===== config.mk =====
export PLATFORM = sky130hd
export DESIGN_NAME = voxel_layer_scheduler
export DESIGN_NICKNAME = d
export VERILOG_FILES = /design/src/rtl/voxel_pkg.sv /design/src/rtl/cycle_timer.sv /design/src/rtl/voxel_layer_scheduler.sv
export SDC_FILE = /design/constraint.sdc
export NUM_CORES = 1
export LEC_CHECK = 0
export ABC_CLOCK_PERIOD_IN_PS = 2900
export BUFFER_PORTS_ARGS = -buffer_cell sky130_fd_sc_hd__buf_2
export CAP_MARGIN = 20
export CORE_MARGIN = 1
export CORE_UTILIZATION = 40
export DETAILED_ROUTE_END_ITERATION = 10
export PLACE_DENSITY_LB_ADDON = 0.12
export SLEW_MARGIN = 30
export SYNTH_ARGS = -nofsm -noshare
export SYNTH_HDL_FRONTEND = slang
export SYNTH_SLANG_ARGS = --single-unit

===== constraint.sdc =====
create_clock -name CLK_10M -period 2.9 [get_ports CLK_10M]
set_clock_uncertainty 0.2 [all_clocks]
set_input_delay 0.29 -clock CLK_10M [delete_from_list [all_inputs] [get_ports CLK_10M]]
set_output_delay 0.29 -clock CLK_10M [all_outputs]
set_load 0.05 [all_outputs]

===== src/rtl/voxel_pkg.sv =====
// Shared definitions for the voxel cube driver: scheduler states and shift-engine command encodings.
// Also holds a small constant helper used to size counters at elaboration.
package voxel_pkg;

  typedef enum logic [2:0] {
    IDLE,
    BLANK_CTRL,
    CTRL_ISSUE,
    CTRL_WAIT,
    BLANK,
    GS_ISSUE,
    GS_WAIT,
    SHOW
  } sched_state_t;

  // Bits per latch in the driver chain, shared with the shift engine.
  localparam int LATCH_SIZE = 769;

  localparam logic CMD_CONTROL   = 1'b1;
  localparam logic CMD_GRAYSCALE = 1'b0;

  function automatic int max_int(input int a, input int b);
    return (a > b) ? a : b;
  endfunction

endpackage


===== src/rtl/cycle_timer.sv =====
// Loadable down-counter; done is high while the count sits at zero.
// Loading N-1 on entry to a state gives a dwell of exactly N cycles when the state exits on done.
module cycle_timer #(
  parameter int W = 16
) (
  input  logic         CLK_10M,
  input  logic         reset,
  input  logic         load,
  input  logic [W-1:0] load_val,
  output logic         done
);

  logic [W-1:0] count;

  always_ff @(posedge CLK_10M) begin
    if (reset) begin
      count <= '0;
    end else if (load) begin
      count <= load_val;
    end else if (count != '0) begin
      count <= count - W'(1);
    end
  end

  assign done = (count == '0);

endmodule


===== src/rtl/voxel_layer_scheduler.sv =====
// Voxel cube scan sequencer: orders control/grayscale latches, blanks around each latch, scans layers one-hot.
// Outputs registered one cycle after the deciding edge; a command holds until cmd_ready, one outstanding at most.
module voxel_layer_scheduler
  import voxel_pkg::*;
#(
  parameter int NUM_LAYERS          = 8,
  parameter int LAYER_HOLD_CYCLES   = 10000,
  parameter int BLANK_CYCLES        = 16,
  parameter int CTRL_REFRESH_FRAMES = 10,
  parameter int TIMEOUT_CYCLES      = 4096,
  parameter int LAYER_W             = $clog2(NUM_LAYERS)
) (
  input  logic                  CLK_10M,
  input  logic                  reset,
  input  logic                  enable,
  input  logic                  frame_pending,
  output logic                  frame_swap,
  output logic                  cmd_valid,
  input  logic                  cmd_ready,
  output logic                  cmd_is_control,
  output logic [LAYER_W-1:0]    cmd_layer,
  input  logic                  shift_done,
  output logic [NUM_LAYERS-1:0] layer_en,
  output logic                  blank,
  output logic [15:0]           frame_count,
  output logic                  fault,
  output logic                  busy
);

  localparam int CNT_MAX = max_int(max_int(LAYER_HOLD_CYCLES, TIMEOUT_CYCLES), BLANK_CYCLES);
  localparam int CNT_W   = $clog2(CNT_MAX + 1);
  localparam int REF_W   = $clog2(CTRL_REFRESH_FRAMES + 1);

  localparam logic [CNT_W-1:0]   BLANK_LOAD = CNT_W'(BLANK_CYCLES - 1);
  localparam logic [CNT_W-1:0]   HOLD_LOAD  = CNT_W'(LAYER_HOLD_CYCLES - 1);
  localparam logic [CNT_W-1:0]   WAIT_LOAD  = CNT_W'(TIMEOUT_CYCLES - 1);
  localparam logic [LAYER_W-1:0] LAST_LAYER = LAYER_W'(NUM_LAYERS - 1);
  localparam logic [REF_W-1:0]   REFRESH_AT = REF_W'(CTRL_REFRESH_FRAMES);

  sched_state_t       state, state_n;
  logic [LAYER_W-1:0] layer, layer_n;
  logic [REF_W-1:0]   refresh_cnt, refresh_n;
  logic [15:0]        frame_count_n;
  logic               fault_n;
  logic               frame_swap_n;
  logic               handshake;
  logic               timer_load;
  logic [CNT_W-1:0]   timer_val;
  logic               timer_done;

  cycle_timer #(
    .W (CNT_W)
  ) u_timer (
    .CLK_10M  (CLK_10M),
    .reset    (reset),
    .load     (timer_load),
    .load_val (timer_val),
    .done     (timer_done)
  );

  assign handshake = cmd_valid && cmd_ready;
  assign cmd_layer = layer;

  always_ff @(posedge CLK_10M) begin
    if (reset) begin
      state          <= IDLE;
      layer          <= '0;
      refresh_cnt    <= '0;
      frame_count    <= '0;
      fault          <= 1'b0;
      frame_swap     <= 1'b0;
      cmd_valid      <= 1'b0;
      cmd_is_control <= CMD_GRAYSCALE;
      layer_en       <= '0;
      blank          <= 1'b1;
      busy           <= 1'b0;
    end else begin
      state          <= state_n;
      layer          <= layer_n;
      refresh_cnt    <= refresh_n;
      frame_count    <= frame_count_n;
      fault          <= fault_n;
      frame_swap     <= frame_swap_n;
      // Outputs are decoded from the next state so they line up with the state register.
      cmd_valid      <= (state_n == CTRL_ISSUE) || (state_n == GS_ISSUE);
      cmd_is_control <= (state_n == CTRL_ISSUE) ? CMD_CONTROL : CMD_GRAYSCALE;
      layer_en       <= (state_n == SHOW) ? (NUM_LAYERS'(1) << layer_n) : '0;
      blank          <= (state_n != SHOW);
      busy           <= (state_n != IDLE);
    end
  end

  always_comb begin
    state_n       = state;
    layer_n       = layer;
    refresh_n     = refresh_cnt;
    frame_count_n = frame_count;
    fault_n       = fault;
    frame_swap_n  = 1'b0;

    unique case (state)
      IDLE: begin
        if (enable) state_n = CTRL_ISSUE;
      end
      BLANK_CTRL: begin
        if (timer_done) state_n = CTRL_ISSUE;
      end
      CTRL_ISSUE: begin
        if (handshake) state_n = CTRL_WAIT;
      end
      CTRL_WAIT: begin
        if (shift_done) begin
          layer_n   = '0;
          refresh_n = '0;
          state_n   = enable ? BLANK : IDLE;
        end else if (timer_done) begin
          fault_n = 1'b1;
          state_n = enable ? BLANK_CTRL : IDLE;
        end
      end
      BLANK: begin
        if (timer_done) state_n = GS_ISSUE;
      end
      GS_ISSUE: begin
        if (handshake) state_n = GS_WAIT;
      end
      GS_WAIT: begin
        if (shift_done) begin
          state_n = enable ? SHOW : IDLE;
        end else if (timer_done) begin
          fault_n = 1'b1;
          state_n = enable ? BLANK_CTRL : IDLE;
        end
      end
      SHOW: begin
        if (timer_done) begin
          if (layer != LAST_LAYER) begin
            layer_n = layer + LAYER_W'(1);
            state_n = BLANK;
          end else begin
            // Frame boundary: swap request rides on the first cycle after the last layer.
            layer_n       = '0;
            frame_count_n = frame_count + 16'd1;
            refresh_n     = refresh_cnt + REF_W'(1);
            frame_swap_n  = frame_pending;
            state_n       = (refresh_n >= REFRESH_AT) ? BLANK_CTRL : BLANK;
          end
          if (!enable) state_n = IDLE;
        end
      end
      default: state_n = IDLE;
    endcase
  end

  // Every timed state is entered from a different state, so a state change is the reload point.
  always_comb begin
    timer_load = (state_n != state);
    timer_val  = '0;
    case (state_n)
      BLANK, BLANK_CTRL:  timer_val = BLANK_LOAD;
      CTRL_WAIT, GS_WAIT: timer_val = WAIT_LOAD;
      SHOW:               timer_val = HOLD_LOAD;
      default:            timer_val = '0;
    endcase
  end

endmodule


==> impl_metrics.tcl, run 1 <==
set metrics [dict create \
    status "completed" \
    relSlewSlack_pct 59.2 \
    synth_top_cell_by_area "dfxtp_1" \
    fin_tns_setup_ns 0 \
    synth_top_area_share_pct 39.5 \
    critical_path_arrival_ns 2.93 \
    cts_sinks 54 \
    cts_root_buf "clkbuf_8" \
    synth_seq_cells 54 \
    syn-num-nets 331 \
    post-place-ws_ns -0.0267 \
    track_usage_pct 19.3 \
    crit_end "layer_en[7]$_SDFF_PP0_" \
    period_share_pct 99.0 \
    syn_to_final_growth_pct 26.0 \
    final_core_util_pct 53.3 \
    synth-simple-area-share_pct 26.5 \
    clk_pin_slew_ns 0.10 \
    yosysSeqAreaShare_pct 39.5 \
    nets 385 \
    hold_viol 0 \
    slowest_stage "or4_4" \
    p_per_area_nw_per_um2 862 \
    wl_um 6570 \
    period_minus_slack_ns 2.87 \
    clkLatencyLatePin_ns 0.31 \
    dieArea_um2 7170 \
    cts_buffers 5 \
    dp_hpwl_um 4720 \
    syn-cell-area_um2 2730 \
    grt_max_degree 31 \
    synth_top_family_by_area "simple AND/OR/NAND/NOR gates" \
    num_vias 2470 \
    p_leak_uw 0.00134 \
    holdWs_ns 0.0282 \
    path_max_fanout 8 \
    async_flop_share_pct 0 \
    synth_area_per_cell_um2 8.57 \
    r2r_cells 8 \
    cts_buffer_depth 2 \
    rsz0062_at_grt "true" \
    wl_per_cell_um 14.6 \
    r2r_end "layer_en[7]$_SDFF_PP0_" \
    detail-route-antenna-nets 0 \
    cp_top_family "simple AND/OR/NAND/NOR gates" \
    post-route-drc-count 0 \
    cts_max_level 2 \
    yosys-top-cells-area "dfxtp_1 40%, xnor2_1 6.7%, nor2_1 5.9%" \
    synth_edf_count 0 \
    antenna_cells 0 \
    crit_chain "inv_2 -> ha_4 -> or4b_4 -> or4_4 -> o31ai_4 -> a22oi_2 -> or4b_4 -> nor2_2" \
    crit_top_cell "or4b_4" \
    synth_compound_area_share_pct 16.4 \
    worst_slack_ns 0.0302 \
    overflow 0 \
    coreArea_um2 6460 \
    crit_type "reg -> reg" \
    die_x_um 84.7 \
    antenna_found_initial 0 \
    synth_most_common_cell "dfxtp_1" \
    cp.required_ns 2.96 \
    synth_cell_types 60 \
    startpoint_type "flop" \
    fmax_mhz 348 \
    grt_pass1_vias 2283 \
    cp_num_buf_inv 1 \
    layout-drive-gt1-share_pct 28.3 \
    die_h_um 84.7 \
    viasPerCell 5.48 \
    synth-xor-area-share_pct 8.33 \
    rr_startpoint "u_timer.count[1]$_SDFFE_PP0P_" \
    gp_congestion 0.784 \
    grt_pass1_wl_um 11000 \
    synthCells 319 \
    cts_tree "yes" \
    yosys_warnings 0 \
    drv_slew 0 \
    crit_cells 8 \
    start_util_pct 42.3 \
    synth_fa_ha_area_share_pct 2.75 \
    crit_path_end_kind "flop" \
    port_buffers 38 \
    drt_pass1_iterations 6 \
    synth_flop_cell "dfxtp_1" \
    drt_iter0_drc 97 \
    rrSetupSlack_ns 0.03 \
    synthMuxAreaShare_pct 1.46 \
    ir_worst_vdd_mv 0.306 \
    tightest_slew_ns 0.613 \
    row_count 29 \
    cp_slowest_stage_delay_ns 0.60 \
    hold_path.class "in -> reg" \
    yosys-top-cells-count "54 x dfxtp_1, 43 x nor2_1, 21 x xnor2_1, 15 x inv_1" \
    ios 39 \
    critPathLaunch "u_timer.count[1]$_SDFFE_PP0P_" \
    setup_viol 0 \
    cap_violations 0 \
]
repair_timing:
action | 4_1_cts | 5_1_grt
endpoints found under the setup margin | 6 | 27
pin swaps | 0 | 13
hold buffers | 0 | 0
setup buffers | 0 | 3
resized for setup | 6 | 27
metal layers:
layer,global-route usage (%),wire length (um)
met4,5.70,87
met1,26.2,3320
met3,4.13,216
met5,0,0
met2,30.8,2950
area by class of cell:
| type | instances | area [um^2] |
|---|---|---|
| Clock buffer | 6 | 82.6 |
| Multi-Input combinational cell | 232 | 1670 |
| Tap cell | 77 | 96.3 |
| Clock inverter | 2 | 38.8 |
| Fill cell | 614 | 3010 |
| Sequential cell | 54 | 1080 |
| Inverter | 15 | 56.3 |
| Timing Repair Buffer | 65 | 413 |
worst min path at each step:
stage                                  end  cells past startpoint                        start
5_1_grt              frame_swap$_SDFF_PP0_                      2                frame_pending
2_1_floorplan  refresh_cnt[3]$_SDFFE_PP0P_                      2  refresh_cnt[3]$_SDFFE_PP0P_
3_5_place_dp   refresh_cnt[3]$_SDFFE_PP0P_                      2  refresh_cnt[3]$_SDFFE_PP0P_
6_report             frame_swap$_SDFF_PP0_                      2                frame_pending
4_1_cts              frame_swap$_SDFF_PP0_                      2                frame_pending
3_3_place_gp   refresh_cnt[3]$_SDFFE_PP0P_                      2  refresh_cnt[3]$_SDFFE_PP0P_
cells in the final DEF (no fill, tap or decap), drive strengths merged, types with 2 or more instances in the layout:
| cell | netlist | layout |
|---|---|---|
| o31ai | 4 | 4 |
| nor3 | 12 | 12 |
| and2 | 2 | 2 |
| o32ai | 5 | 5 |
| nor3b | 5 | 5 |
| inv | 15 | 16 |
| o21ai | 9 | 9 |
| o2111ai | 2 | 2 |
| ha | 6 | 6 |
| nand4 | 6 | 6 |
| o22ai | 3 | 3 |
| buf | 5 | 65 |
| or3 | 6 | 6 |
| or4 | 3 | 3 |
| a21oi | 11 | 11 |
| o211ai | 6 | 6 |
| nand4b | 2 | 2 |
| a211o | 2 | 2 |
| clkbuf | 13 | 6 |
| nand3 | 12 | 12 |
| xnor2 | 21 | 21 |
| or2 | 2 | 2 |
| or4b | 3 | 3 |
| and3 | 3 | 3 |
| dfxtp | 54 | 54 |
| nor2b | 5 | 5 |
| o41ai | 4 | 4 |
| nand2b | 3 | 3 |
| nand3b | 2 | 2 |
| mux2i | 4 | 4 |
| a22oi | 3 | 3 |
| nor4 | 10 | 10 |
| xor2 | 5 | 5 |
| nor2 | 43 | 43 |
| nand2 | 13 | 13 |
cell families (layout without fill, tap and decap cells):
family,Yosys count,after routing
muxes,4,4
AOI/OAI and AO/OA,62,62
xor gates and xnor gates,26,26
and+or+nand+nor,134,134
buffers and inverters,33,88
DFF,54,54
adders and majority gates,6,6
worst register-to-register path, stage by stage, from the launching register on:
cell and delay (ns):
dfxtp_2 0.34, inv_2 0.07, ha_4 0.12, or4b_4 0.48
or4_4 0.60, o31ai_4 0.26, a22oi_2 0.09, or4b_4 0.55
nor2_2 0.11
power by group:
part / switching [uW] / leakage, uW / internal, uW
registers: 107 / 0.000439 / 844
logic: 743 / 0.000840 / 739
clock network: 251 / 0.0000618 / 284
total: 1100 / 0.00134 / 1870
per-stage QoR:
step                instance area (um^2)  power, uW  cells
global route                        3440       3150    451
CTS                                 3290       2840    448
finish                              3440       2970    451
global placement                    3140       2240    440
detailed placement                  3140       2250    440
floorplan                           2740       1890    319
sequential cells by signal, summed over array words and instances, names as in the netlist, 3 cells and up:
register and flops:
refresh_cnt 4, state 3, cmd_layer 3, u_timer.count 14, layer_en 8, frame_count 16
(Power assumes the default switching activity.)
==> run 2: changes to the inputs <==
MAX_ROUTING_LAYER = met4   (was default)
==> run 2 against run 1 <==
  * Sequential share of layout area did not move
  * Register-to-register slack is essentially flat
  * Sequential power hardly changed
  * Power decreased by 0.14%
  * Routed wire length shrank 0.18%
  * Clock power barely moved
  * Critical path depth unchanged
  * Worst hold slack barely moved
  * Critical endpoint unchanged
==> impl_metrics.tcl, run 2 (synthesized netlist as in run 1, its figures left out) <==
set metrics [dict create \
    status "completed" \
    ios 39 \
    clk_pin_slew_ns 0.10 \
    antenna_found_initial 0 \
    largest_reg_flops 16 \
    grt_pass1_wl_um 11000 \
    period_share_pct 98.9 \
    antenna_cells 0 \
    rr_startpoint "u_timer.count[1]$_SDFFE_PP0P_" \
    viasPerCell 5.49 \
    r2r_cells 8 \
    start_util_pct 42.3 \
    cts_buffers 5 \
    cts_tree "yes" \
    gp_congestion 0.795 \
    layout-drive-gt1-share_pct 28.3 \
    layout_common_cells "52 x dfxtp_1, 41 x nor2_1, 38 x buf_2, 24 x buf_4, 21 x xnor2_1" \
    setup_viol 0 \
    period_minus_slack_ns 2.87 \
    swShare_pct 37.0 \
    ir_worst_vdd_mv 0.304 \
    p_leak_uw 0.00134 \
    coreArea_um2 6460 \
    nets 385 \
    tightest_slew_ns 0.601 \
    critPathLaunch "u_timer.count[1]$_SDFFE_PP0P_" \
    p_per_area_nw_per_um2 860 \
    grt_pass1_vias 2283 \
    detail-route-antenna-nets 0 \
    p_sw_uw 1100 \
    power_uw 2960 \
    cts_root_buf "clkbuf_8" \
    dp_hpwl_um 4720 \
    hold_path.class "in -> reg" \
    comb_power_share_pct 49.9 \
    final_common_cell "dfxtp_1" \
    wl_um 6560 \
    die_h_um 84.7 \
    cts_max_level 2 \
    wl_met3_um 160 \
    dpl_cell_area_um2 3140 \
    r2r_end "layer_en[7]$_SDFF_PP0_" \
    drv_slew 0 \
    wl_per_cell_um 14.5 \
    worst_slack_ns 0.0333 \
    pwr-share-seq_pct 32.2 \
    cp.required_ns 2.96 \
    post-route-drc-count 0 \
    dr_wl_met2_um 2970 \
    dieArea_um2 7170 \
    row_count 29 \
    path_max_fanout 8 \
    cts_buffer_depth 2 \
    p_clk_share_pct 18.0 \
    die_x_um 84.7 \
    hold_viol 0 \
    rsz0062_at_grt "true" \
    highest_layer "met4" \
    clkLatencyLatePin_ns 0.31 \
    ctsHoldBuffers 0 \
    wl_met1_um 3360 \
    drt_pass1_iterations 6 \
    syn_to_final_growth_pct 26.0 \
    crit_end "layer_en[7]$_SDFF_PP0_" \
    p_int_uw 1870 \
    fmax_mhz 349 \
    drt_iter0_drc 82 \
    relSlewSlack_pct 59.9 \
    cts_sinks 54 \
    rrSetupSlack_ns 0.03 \
    crit_type "reg -> reg" \
    num_vias 2478 \
    largest_registers "frame_count: 16 flops, u_timer.count: 14 flops, layer_en: 8 flops" \
    port_buffers 38 \
    overflow 0 \
    crit_path_end_kind "flop" \
    grt_max_degree 31 \
    critical_path_arrival_ns 2.92 \
    startpoint_type "flop" \
    cap_violations 0 \
    top_register "frame_count" \
    post-place-ws_ns -0.0267 \
    track_usage_pct 19.9 \
    post-route-cell-area_um2 3440 \
]
run 2: cell counts in the layout (fill, tap and decap cells not counted):
No cell type changed its count.
run 2: power by group through the flow:
stage               registers (uW)  logic [uW]  clock network [uW]
floorplan                      949         938                   0
global placement               954        1290                   0
detailed placement             954        1290                   0
CTS                            941        1350                 548
global route                   961        1610                 581
finish                         953        1480                 533
run 2: how the worst min path moves through the flow:
| stage | start | end | cells past startpoint |
|---|---|---|---|
| after floorplan | refresh_cnt[3]$_SDFFE_PP0P_ | refresh_cnt[3]$_SDFFE_PP0P_ | 2 |
| after global placement | refresh_cnt[3]$_SDFFE_PP0P_ | refresh_cnt[3]$_SDFFE_PP0P_ | 2 |
| after detailed placement | refresh_cnt[3]$_SDFFE_PP0P_ | refresh_cnt[3]$_SDFFE_PP0P_ | 2 |
| after CTS | frame_pending | frame_swap$_SDFF_PP0_ | 2 |
| after global routing | frame_pending | frame_swap$_SDFF_PP0_ | 2 |
| final | frame_pending | frame_swap$_SDFF_PP0_ | 2 |
run 2: cell type report:
cell class,instances,area [um^2]
fill,614,3010
multi-input combinational,232,1670
sequential,54,1080
timing repair buffer,65,413
tap,77,96.3
clock buffer,6,82.6
inverter,15,56.3
clock inverter,2,38.8
run 2: critical path: stages (launching register included):
cell and delay (ns):
dfxtp_2 0.35, inv_2 0.07, ha_4 0.12, or4b_4 0.48
or4_4 0.60, o31ai_4 0.25, a22oi_2 0.09, or4b_4 0.55
nor2_2 0.11
run 2: timing repair:
action                                  in CTS  in global routing
endpoints found under the setup margin       6                 27
gates cloned                                 0                  0
resized for setup                            6                 27
buffers inserted                             0                  3
pin swaps                                    0                 13
run 2: layer usage:
metal	global-route usage (%)	vias up
li1	-	1259
met1	26.2	1180
met2	30.9	34
met3	3.93	5
met4	5.70	0
met5	-	-
run 2: per-stage QoR:
stage,utilization (%),instances,hold WS [ns],setup TNS (ns)
2_1_floorplan,-,319,0.244,0
3_3_place_gp,48.6,440,0.253,0
3_5_place_dp,48.6,440,0.261,-0.0357
4_1_cts,51.0,448,0.0203,0
5_1_grt,53.3,451,0.00324,-0.315
6_report,53.3,451,0.0285,0
==> run 3: changes to the inputs <==
CAP_MARGIN = 25   (was 20)
CORE_UTILIZATION = 51   (was 40)
==> run 3 against run 2 <==
  * Final cell count decreased by 1.6%
  * Non-clock buffer count stayed put
  * Combinational power barely moved
  * Power shrank 3.4%
  * Global-route usage rose by 4.3 points
  * Sequential cell count did not move
  * Setup slack worse by 0.019 ns
  * Die area decreased by 21%
  * Utilization grew 12 points
  * Worst hold slack lost 0.0016 ns
  * Largest power group unchanged
==> impl_metrics.tcl, run 3 (synthesized netlist as in run 1, its figures left out) <==
set metrics [dict create \
    status "completed" \
    final_core_util_pct 65.3 \
    clkLatencyLatePin_ns 0.32 \
    detail-route-antenna-nets 0 \
    cts_max_level 2 \
    drt_iter0_drc 150 \
    path_max_fanout 5 \
    rsz0062_at_grt "true" \
    final_common_cell "dfxtp_1" \
    layout_common_cells "52 x dfxtp_1, 43 x nor2_1, 38 x buf_2, 25 x buf_4, 21 x xnor2_1" \
    hold_end "frame_swap$_SDFF_PP0_" \
    grt_pass1_vias 2165 \
    r2r_end "layer_en[7]$_SDFF_PP0_" \
    clk_pin_slew_ns 0.11 \
    ctsHoldBuffers 0 \
    hold_start "frame_pending" \
    cap_violations 0 \
    wl_per_cell_um 14.9 \
    critPathLaunch "u_timer.count[1]$_SDFFE_PP0P_" \
    startpoint_type "flop" \
    overflow 0 \
    dp_hpwl_um 4620 \
    r2r_cells 10 \
    p_per_area_nw_per_um2 852 \
    setup_viol 0 \
    layout-drive-gt1-share_pct 26.2 \
    post-route-drc-count 0 \
    top_register "frame_count" \
    syn_to_final_growth_pct 22.8 \
    p_leak_uw 0.00132 \
    period_share_pct 99.5 \
    die_h_um 75.2 \
    die_x_um 75.2 \
    critical_path_arrival_ns 2.95 \
    port_buffers 38 \
    cts_root_buf "clkbuf_8" \
    drt_pass1_iterations 4 \
    grt_pass1_wl_um 10000 \
    drv_slew 0 \
    antenna_found_initial 0 \
    wl_um 6630 \
    largest_reg_flops 16 \
    ir_worst_vdd_mv 0.505 \
    hold_viol 0 \
    largest_registers "frame_count: 16 flops, u_timer.count: 14 flops, layer_en: 8 flops" \
    gp_congestion 0.916 \
    nFillCells 475 \
    start_util_pct 53.2 \
    cts_buffers 5 \
    whs_path_depth 2 \
    cp.required_ns 2.97 \
    hold_path.class "in -> reg" \
    antenna_cells 0 \
    cts_buffer_depth 2 \
    track_usage_pct 24.1 \
    row_count 26 \
    nets 385 \
    power_uw 2860 \
    fmax_mhz 347 \
    relSlewSlack_pct 60.2 \
    coreArea_um2 5140 \
    crit_path_end_kind "flop" \
    viasPerCell 5.76 \
    dieArea_um2 5660 \
    tightest_slew_ns 0.598 \
    period_minus_slack_ns 2.89 \
    cts_sinks 54 \
    rrSetupSlack_ns 0.01 \
    grt_max_degree 31 \
    num_vias 2559 \
    cts_tree "yes" \
    rr_startpoint "u_timer.count[1]$_SDFFE_PP0P_" \
    crit_type "reg -> reg" \
    ios 39 \
]
run 3: cell count changes in the layout (fill, tap and decap cells not counted), sizes merged:
cell,change
clkdlybuf4s15,+1
clkbuf,-1
bufinv,-1
clkinv,+2
buf,-1
run 3: routing by layer:
| metal | part of all wire, % | vias up | track usage (%) |
|---|---|---|---|
| li1 | - | 1263 | - |
| met1 | 45 | 1223 | 28.6 |
| met2 | 49 | 59 | 40.7 |
| met3 | 3.2 | 14 | 4.28 |
| met4 | 2.2 | 0 | 9.26 |
| met5 | 0 | - | - |
run 3: cell type report:
type	instances	area, um^2	share of cell area [%]
flip-flops and latches	54	1080	32.3
multi-input cells	232	1630	48.6
inverters	15	56.3	1.68
clock buffers	5	68.8	2.05
clock inverters	3	28.8	0.857
well taps	70	87.6	2.61
repair buffers	65	400	11.9
run 3: power by group:
group	internal (uW)	total, uW	switching [uW]
clock	179	450	270
combinational	716	1450	732
sequential	844	964	120
run 3: timing repair:
item | in CTS | in global routing
endpoints found under the setup margin | 14 | 31
resized for setup | 3 | 21
buffers inserted | 0 | 7
pin swaps | 1 | 9
gates cloned | 0 | 1
run 3: worst max path at each step:
stage | to | cells past startpoint
5_1_grt | layer_en[5]$_SDFF_PP0_ | 10
6_report | layer_en[7]$_SDFF_PP0_ | 10
3_5_place_dp | u_timer.count[9]$_SDFFE_PP0P_ | 9
2_1_floorplan | layer_en[5]$_SDFF_PP0_ | 10
4_1_cts | layer_en[7]$_SDFF_PP0_ | 7
3_3_place_gp | u_timer.count[8]$_SDFFE_PP0P_ | 9
run 3: worst max-delay path, stage by stage (launching register included):
cell and delay [ns]:
dfxtp_2 0.34, inv_2 0.07, ha_4 0.14, or4b_4 0.48
buf_4 0.16, nor4_4 0.23, nand2_1 0.15, a311oi_2 0.31
buf_4 0.21, or4b_4 0.47, nor2_1 0.09
run 3: per-stage QoR:
step	cell area (um^2)	instances	TNS [ns]	hold slack [ns]	setup slack (ns)
floorplan	2740	319	0	0.244	0.00508
global placement	3080	428	0	0.255	0.0458
detailed placement	3080	428	-0.153	0.263	-0.0318
CTS	3200	436	-0.00199	0.0188	-0.00152
global route	3360	444	-0.281	0.0111	-0.0558
finish	3360	444	0	0.0269	0.0142
